**src/rtl/div_const_pkg.sv**
```systemverilog
// Shared constants, state encoding and digit/remainder types for the
// sequential constant divider and its per-digit step.
package div_const_pkg;

    localparam int unsigned DIVISOR = 23;
    localparam int unsigned REM_W   = $clog2(DIVISOR);
    localparam int unsigned CHUNK   = 4;
    localparam int unsigned STEP_W  = REM_W + CHUNK;

    typedef enum logic [1:0] {
        IDLE = 2'd0,
        BUSY = 2'd1,
        DONE = 2'd2
    } div_state_t;

    typedef logic [REM_W-1:0] rem_t;
    typedef logic [CHUNK-1:0] digit_t;

endpackage

```
**src/rtl/div23_step.sv**
```systemverilog
// One radix-2^CHUNK long-division step: {rem_in, chunk} / DIVISOR as a
// restoring compare/subtract chain against shifted copies of the constant.
module div23_step
    import div_const_pkg::*;
(
    input  rem_t   rem_in,
    input  digit_t chunk,
    output digit_t q,
    output rem_t   rem_out
);

    logic [STEP_W-1:0] w_v;

    always_comb begin
        w_v = {rem_in, chunk};
        q   = '0;
        for (int i = CHUNK - 1; i >= 0; i--) begin
            if (w_v >= STEP_W'(DIVISOR << i)) begin
                w_v  = w_v - STEP_W'(DIVISOR << i);
                q[i] = 1'b1;
            end
        end
        rem_out = rem_t'(w_v);
    end

endmodule

```
**src/rtl/div23_seq64.sv**
```systemverilog
// Sequential divide-by-constant: retires one CHUNK-bit dividend digit per
// cycle, MSB first, with valid/ready handshakes on input and output.
module div23_seq64
    import div_const_pkg::*;
#(
    parameter int unsigned WIDTH = 64
) (
    input  logic             clk,
    input  logic             rst,
    input  logic             in_valid,
    output logic             in_ready,
    input  logic [WIDTH-1:0] in_dividend,
    output logic             out_valid,
    input  logic             out_ready,
    output logic [WIDTH-1:0] out_quotient,
    output rem_t             out_remainder
);

    localparam int unsigned N_ITER = WIDTH / CHUNK;
    localparam int unsigned ITER_W = $clog2(N_ITER);
    localparam logic [ITER_W-1:0] LAST_ITER = ITER_W'(N_ITER - 1);

    div_state_t        r_state;
    div_state_t        w_state_nxt;
    logic [WIDTH-1:0]  r_dvd;
    logic [WIDTH-1:0]  r_quo;
    rem_t              r_rem;
    logic [ITER_W-1:0] r_iter;
    logic [WIDTH-1:0]  r_out_q;
    rem_t              r_out_r;

    digit_t            w_q;
    rem_t              w_rem;
    logic              w_accept;
    logic              w_last;

    assign w_accept = (r_state == IDLE) && in_valid;
    assign w_last   = (r_state == BUSY) && (r_iter == LAST_ITER);

    div23_step u_step (
        .rem_in  (r_rem),
        .chunk   (r_dvd[WIDTH-1 -: CHUNK]),
        .q       (w_q),
        .rem_out (w_rem)
    );

    // State register
    always_ff @(posedge clk or posedge rst) begin
        if (rst) begin
            r_state <= IDLE;
        end else begin
            r_state <= w_state_nxt;
        end
    end

    // Next-state logic
    always_comb begin
        w_state_nxt = r_state;
        case (r_state)
            IDLE:    if (in_valid)  w_state_nxt = BUSY;
            BUSY:    if (w_last)    w_state_nxt = DONE;
            DONE:    if (out_ready) w_state_nxt = IDLE;
            default: w_state_nxt = IDLE;
        endcase
    end

    // Handshake outputs decode straight from the state register
    always_comb begin
        in_ready  = 1'b0;
        out_valid = 1'b0;
        case (r_state)
            IDLE:    in_ready  = 1'b1;
            DONE:    out_valid = 1'b1;
            default: ;
        endcase
    end

    // Shift registers, iteration counter and result holding registers
    always_ff @(posedge clk or posedge rst) begin
        if (rst) begin
            r_dvd   <= '0;
            r_quo   <= '0;
            r_rem   <= '0;
            r_iter  <= '0;
            r_out_q <= '0;
            r_out_r <= '0;
        end else if (w_accept) begin
            r_dvd  <= in_dividend;
            r_quo  <= '0;
            r_rem  <= '0;
            r_iter <= '0;
        end else if (r_state == BUSY) begin
            r_dvd  <= r_dvd << CHUNK;
            r_quo  <= {r_quo[WIDTH-CHUNK-1:0], w_q};
            r_rem  <= w_rem;
            r_iter <= r_iter + ITER_W'(1);
            if (w_last) begin
                r_out_q <= {r_quo[WIDTH-CHUNK-1:0], w_q};
                r_out_r <= w_rem;
            end
        end
    end

    assign out_quotient  = r_out_q;
    assign out_remainder = r_out_r;

endmodule
```
**config.mk**
```make
export PLATFORM = sky130hd
export DESIGN_NAME = div23_seq64
export DESIGN_NICKNAME = d
export VERILOG_FILES = /design/src/rtl/div_const_pkg.sv /design/src/rtl/div23_step.sv /design/src/rtl/div23_seq64.sv
export SDC_FILE = /design/constraint.sdc
export NUM_CORES = 1
export LEC_CHECK = 0
export ABC_CLOCK_PERIOD_IN_PS = 7200
export BUFFER_PORTS_ARGS = -buffer_cell sky130_fd_sc_hd__buf_2
export CORE_AREA = 5 5 175 177
export CTS_BUF_LIST = sky130_fd_sc_hd__clkbuf_4
export CTS_CLUSTER_DIAMETER = 30
export DETAILED_ROUTE_END_ITERATION = 10
export DIE_AREA = 0 0 180 182
export GPL_TIMING_DRIVEN = 0
export PLACE_DENSITY = 0.61
export SLEW_MARGIN = 20
export SYNTH_ARGS = -nofsm -noshare
export SYNTH_HDL_FRONTEND = slang
export SYNTH_SLANG_ARGS = --single-unit
export TNS_END_PERCENT = 30
```
**constraint.sdc**
```tcl
create_clock -name clk -period 7.2 [get_ports clk]
set_input_delay 0.72 -clock clk [delete_from_list [all_inputs] [get_ports clk]]
set_output_delay 0.72 -clock clk [all_outputs]
set_load 0.05 [all_outputs]
```
==> flow_summary.ini, run 1 <==
[outcome]
status = complete, no violations

[floorplanning]
die_area_sq_um = 32760
die_height_um = 182
core_area_sq_um = 29090
die_w_um = 180
start_util = 0.3106
num_rows = 63
io_pins = 139

[drt]
wl_per_cell_um = 15.03
ant_nets = 0
viasPerCell = 4.745
drc = 0
vias = 7810
dr.pass1.iters = 5
first_iter_violations = 516
drt-total-wl_um = 24740

[critical_path]
critPathArrivalTime_ns = 6.96
reg2reg_depth = 25
startpoint_type = flip-flop
slowest_stage = dfrtp_1
critPathKind = flip-flop to flip-flop
cp_data_required_time_ns = 7.72
startpoint = r_rem[0]$_DFFE_PP0P_
r2r-end = out_remainder[1]$_DFFE_PP0P_
crit_top_cell = ha_1
regToRegSetupSlack_ns = 0.76
cpPeakStageDelay_ns = 0.50
cp_max_fo = 10
end_kind = flip-flop
crit_end = out_remainder[1]$_DFFE_PP0P_
worstReg2RegStart = r_rem[0]$_DFFE_PP0P_

[layout]
final_common_cell = nand2_1
drive_above_1_share = 0.2088
n_fill_cell = 3042
fin_util = 0.3785
fin_area_sq_um = 11010
layout_common_cells = 453 x nand2_1, 204 x dfrtp_1, 143 x buf_2
final_nets = 1285
area_growth_pct = 21.84

[sta]
hold_ws_ns = 0.2754
fin_crit_sh = 0.8945
slew_headroom = 0.4799
worst_pin_slew_ns = 0.7772
hold_violations = 0
layout_min_cycle_time_ns = 6.441
max_freq_ghz = 0.1553
final_max_slew_viol_count = 0
rsz0062_at_grt = no
setup_violations = 0
fin_worst_skew_ns = 0.04303

[placement]
post-dp-hpwl_um = 17330
io_buffer_count = 138
gp_congestion = 0.7935
placed_area_sq_um = 10280

[logic_synthesis]
synthCells = 1011
synth_area_sq_um = 9035
synth_flop_cell = dfrtp_1
synth-seq-cells = 204
synth_area_leaders = dfrtp_1 57%, nand2_1 19%, a22oi_1 4.9%
synth-warning-count = 0
synth_edf_count = 0
synth_nets = 1084
synth.avg_cell_area_sq_um = 8.937
synth_largest_area_cell = dfrtp_1
synth_seq_area_share = 0.5650
synth.distinct_cells = 68
async_flop_share = 1.000
synth.top_cell.area_share = 0.5650

[pwr]
p_leak_uw = 0.005583
vdd_drop_max_v = 0.0003173
power_density_nw_per_um2 = 564.3

[min_path]
hold_class = input pin to flip-flop
hold_depth = 3

[clock_network]
cts_inserted_buffers = 58
clk_pin_slew_ns = 0.07
h-tree-depth = 2
clock-sinks = 204
cts_tree = built
insertion_delay_ns = 0.67
cts_buffer_depth = 3
clock-root-buffer = clkbuf_4

[grt]
grt_first_pass_wirelength_um = 41370
grt_max_degree = 94
grt_pass1_vias = 8023
overflow = 0
antenna_found_initial = 5
grt_usage = 0.1505

[flow_run]
drv_cap = 0
==> through the flow <==
step | total power [uW] | cells | TNS [ns] | setup WS (ns)
after floorplan | 4383 | 1011 | 0 | 0.9126
after global placement | 5117 | 1539 | -321.58 | -1.596
after detailed placement | 5202 | 1541 | 0 | 0.8151
after CTS | 6274 | 1645 | 0 | 0.7758
after global routing | 6730 | 1646 | 0 | 0.3177
final | 6212 | 1646 | 0 | 0.7593
==> timing repair <==
action	in CTS	in global routing
hold buffers	1	0
endpoints found under the hold margin	29	0
buffers inserted	0	0
gates resized for setup	0	0
endpoints found under the setup margin	0	0
==> registers in the layout (all words and copies together) (netlist names) <==
signal and count:
out_quotient 64, r_rem 5, r_state 2, out_remainder 5, r_iter 4, r_quo 60, r_dvd 64
==> synthesized netlist by cell type, types with 2 or more instances <==
master,count
o21ai_0,79
and3_1,5
nand2b_1,5
xor2_1,2
clkbuf_1,54
a21o_1,4
buf_1,5
o211ai_1,3
o22a_1,2
and2_1,6
nand4_1,3
buf_2,5
dfrtp_1,204
nor2b_1,2
nand2_1,453
o31ai_1,4
mux2i_1,5
o21ai_1,9
nor2_1,12
nand4b_1,2
nand3_1,14
o21ai_2,2
o22ai_1,2
a21oi_2,2
nor3_1,2
a31oi_1,7
ha_1,5
mux2_2,3
xnor2_1,2
a22oi_1,59
inv_1,3
or3_1,3
a21oi_1,8
==> final cells by class <==
cell class | count | area, sq um | share of cell area
plain buffers | 65 | 257.7 | 0.02341
flip-flops and latches | 204 | 5105 | 0.4637
clock inverters | 18 | 81.33 | 0.007388
diodes | 1 | 2.502 | 0.0002273
multi-input cells | 739 | 3661 | 0.3326
well taps | 390 | 488.0 | 0.04433
clock buffers | 85 | 638.1 | 0.05797
inverters | 3 | 18.77 | 0.001705
repair buffers | 141 | 755.7 | 0.06865
==> worst min path at each step <==
| stage | start | slack [ns] | endpoint |
|---|---|---|---|
| floorplan | r_quo[56]$_DFFE_PP0P_ | 0.44 | out_quotient[60]$_DFFE_PP0P_ |
| global placement | r_quo[57]$_DFFE_PP0P_ | 0.45 | out_quotient[61]$_DFFE_PP0P_ |
| detailed placement | out_quotient[52]$_DFFE_PP0P_ | 0.46 | out_quotient[52]$_DFFE_PP0P_ |
| CTS | in_dividend[1] | 0.22 | r_dvd[1]$_DFFE_PP0P_ |
| global route | in_dividend[27] | 0.22 | r_dvd[27]$_DFFE_PP0P_ |
| finish | in_dividend[1] | 0.28 | r_dvd[1]$_DFFE_PP0P_ |
==> critical path, delay by kind of cell (launching register included) <==
kind	cells	cell delay, ns
AND/OR/NAND/NOR	5	0.97
adder cells (fa/ha/maj)	4	1.22
XOR/XNOR	2	0.60
AO/OA/AOI/OAI	12	2.47
multiplexers	1	0.35
flip-flops	1	0.50
buffers and inverters	1	0.19
==> metal layers <==
metal  vias to the layer above  share of wire  wire length [um]  GRT usage
met5                         -         0.0016                40          0
met4                         8          0.015               380    0.03688
met3                        46          0.064              1595    0.04567
met2                       210           0.46             11260     0.2357
met1                      3722           0.46             11470     0.2057
li1                       3824              -                 -          -
==> power breakdown <==
part	leakage, uW	total, uW	internal (uW)	switching [uW]
Combinational	0.00250	3210	1100	2110
Sequential	0.00265	1960	1640	327
Clock	0.000432	1040	541	495
==> logic make-up after synthesis <==
| group | count (synthesis) | synth area share |
|---|---|---|
| adders and majority gates | 5 | 0.006924 |
| AOI/OAI and AO/OA | 203 | 0.1501 |
| buffers and inverters | 68 | 0.02977 |
| and+or+nand+nor | 516 | 0.2293 |
| muxes | 11 | 0.01496 |
| DFF | 204 | 0.5650 |
| xor gates and xnor gates | 4 | 0.003878 |
No activity file was read; power rests on OpenSTA's default activity.
==> run 2: changes to the inputs <==
GPL_TIMING_DRIVEN = unset   (was 0)
==> run 2 against run 1 <==
  * Design area decreased by 2.5%
  * Count of clock-buffer cells in the layout down 7
  * Die area did not move
  * Maximum frequency rose by 3.6%
  * Combinational power shrank 4%
  * Cell count is 4.1% lower
==> flow_summary.ini, run 2 (synthesis gave the netlist of run 1 again) <==
[clock_network]
cts_inserted_buffers = 59
clock-sinks = 204
post_cts_buffers = 0
cts_tree = built
hold_buffers = 0
insertion_delay_ns = 0.71
clock-root-buffer = clkbuf_4
clk_pin_slew_ns = 0.07
cts_buffer_depth = 3
post_cts_resized = 0
h-tree-depth = 2

[layout]
final_nets = 1226
final_common_cell = nand2_1
drive_above_1_share = 0.2222
layout_common_cells = 452 x nand2_1, 204 x dfrtp_1, 138 x buf_2
fin_util = 0.3690
area_growth_pct = 18.81

[sta]
setup_tns_ns = 0
max_freq_ghz = 0.1609
setup_violations = 0
hold_violations = 0
fin_worst_skew_ns = 0.06850
fin_crit_sh = 0.8633
setup_slack_ns = 0.9841
final_max_slew_viol_count = 0
slew_headroom = 0.3485
rsz0062_at_grt = no
worst_pin_slew_ns = 0.9773
layout_min_cycle_time_ns = 6.216

[pwr]
power_density_nw_per_um2 = 567.4
vdd_drop_max_v = 0.0003229
p_leak_uw = 0.005489
clkPwrFrac = 0.165
p_int_uw = 3197
netSwitchingPower_uw = 2893
share_comb_of_total_power = 0.508
sw_frac_of_total = 0.4751
pwr-share-seq = 0.328

[floorplanning]
num_rows = 63
die_w_um = 180
start_util = 0.3106
core_area_sq_um = 29090
io_pins = 139
die_height_um = 182
die_area_sq_um = 32760

[drt]
drt-total-wl_um = 23330
wl_per_cell_um = 14.77
drc = 0
ant_nets = 0
viasPerCell = 4.845
first_iter_violations = 385
vias = 7650
dr.pass1.iters = 5

[placement]
gp_congestion = 0.7872
io_buffer_count = 138
post-dp-hpwl_um = 14430
place_ws_ns = 1.053

[critical_path]
critPathKind = flip-flop to flip-flop
critPathArrivalTime_ns = 6.71
cp_data_required_time_ns = 7.70
startpoint_type = flip-flop
end_kind = flip-flop
cp_max_fo = 11

[grt]
grt_usage = 0.1410
antenna_found_initial = 2
grt_max_degree = 136
grt_pass1_vias = 7750
overflow = 0
grt_first_pass_wirelength_um = 39510

[min_path]
hold_class = input pin to async pin

[outcome]
status = complete, no violations

[flow_run]
drv_cap = 0
run 2: power by group through the flow:
stage / sequential [uW] / clock (uW) / combinational, uW
5_1_grt: 2060 / 1110 / 3410
6_report: 2000 / 1000 / 3090
3_5_place_dp: 2010 / 0 / 3110
2_1_floorplan: 2350 / 0 / 2040
4_1_cts: 2000 / 1050 / 3110
3_3_place_gp: 2000 / 0 / 3040
run 2: final cells by class:
class,instances,area (sq um)
timing repair buffer,146,750.7
tap,390,488.0
sequential,204,5105
fill,3016,18350
inverter,3,18.77
clock buffer,78,585.6
antenna,1,2.502
clock inverter,18,93.84
multi-input combinational,739,3690
run 2: final timing paths:
kind	start	endpoint	slack (ns)	cells after the start
setup / recovery	r_dvd[63]$_DFFE_PP0P_	r_rem[1]$_DFFE_PP0P_	0.98	25
hold / removal	rst	r_state[1]$_DFFE_PP0P_	0.20	2
setup reg to reg	r_dvd[63]$_DFFE_PP0P_	r_rem[1]$_DFFE_PP0P_	0.98	25
hold reg to reg	r_quo[58]$_DFFE_PP0P_	out_quotient[62]$_DFFE_PP0P_	0.45	2
max in group asynchronous	rst	r_dvd[53]$_DFFE_PP0P_	5.48	3
min in group clk	out_ready	r_state[1]$_DFFE_PP0P_	0.22	2
run 2: through the flow:
stage | hold WS [ns] | instances | area (sq um) | power, uW
2_1_floorplan | 0.4386 | 1011 | 9035 | 4383
3_3_place_gp | 0.4538 | 1482 | 10050 | 5040
3_5_place_dp | 0.4540 | 1482 | 10050 | 5118
4_1_cts | 0.1363 | 1578 | 10730 | 6158
5_1_grt | 0.1842 | 1578 | 10730 | 6587
6_report | 0.2012 | 1579 | 10730 | 6090
run 2: routing by layer:
metal / track usage / wire length, um
met1: 0.1930 / 10790
met2: 0.2145 / 10410
met3: 0.04627 / 1718
met4: 0.04084 / 383
met5: 0 / 23
run 2: critical path, stage by stage, from the launching register on:
cell	delay (ns)
dfrtp_1	0.48
ha_1	0.31
a21o_4	0.26
a21oi_2	0.30
and2_1	0.28
a21o_1	0.20
ha_1	0.23
o21ai_0	0.11
a21o_1	0.19
o21ai_2	0.31
a2111o_1	0.24
nand2_1	0.13
xnor2_1	0.23
ha_1	0.31
a21o_1	0.19
o31ai_1	0.34
o21bai_1	0.13
buf_4	0.20
xor2_1	0.19
ha_1	0.32
nand2_1	0.09
or2_2	0.30
a31o_4	0.25
nand2_4	0.10
mux2i_1	0.29
o21ai_1	0.08
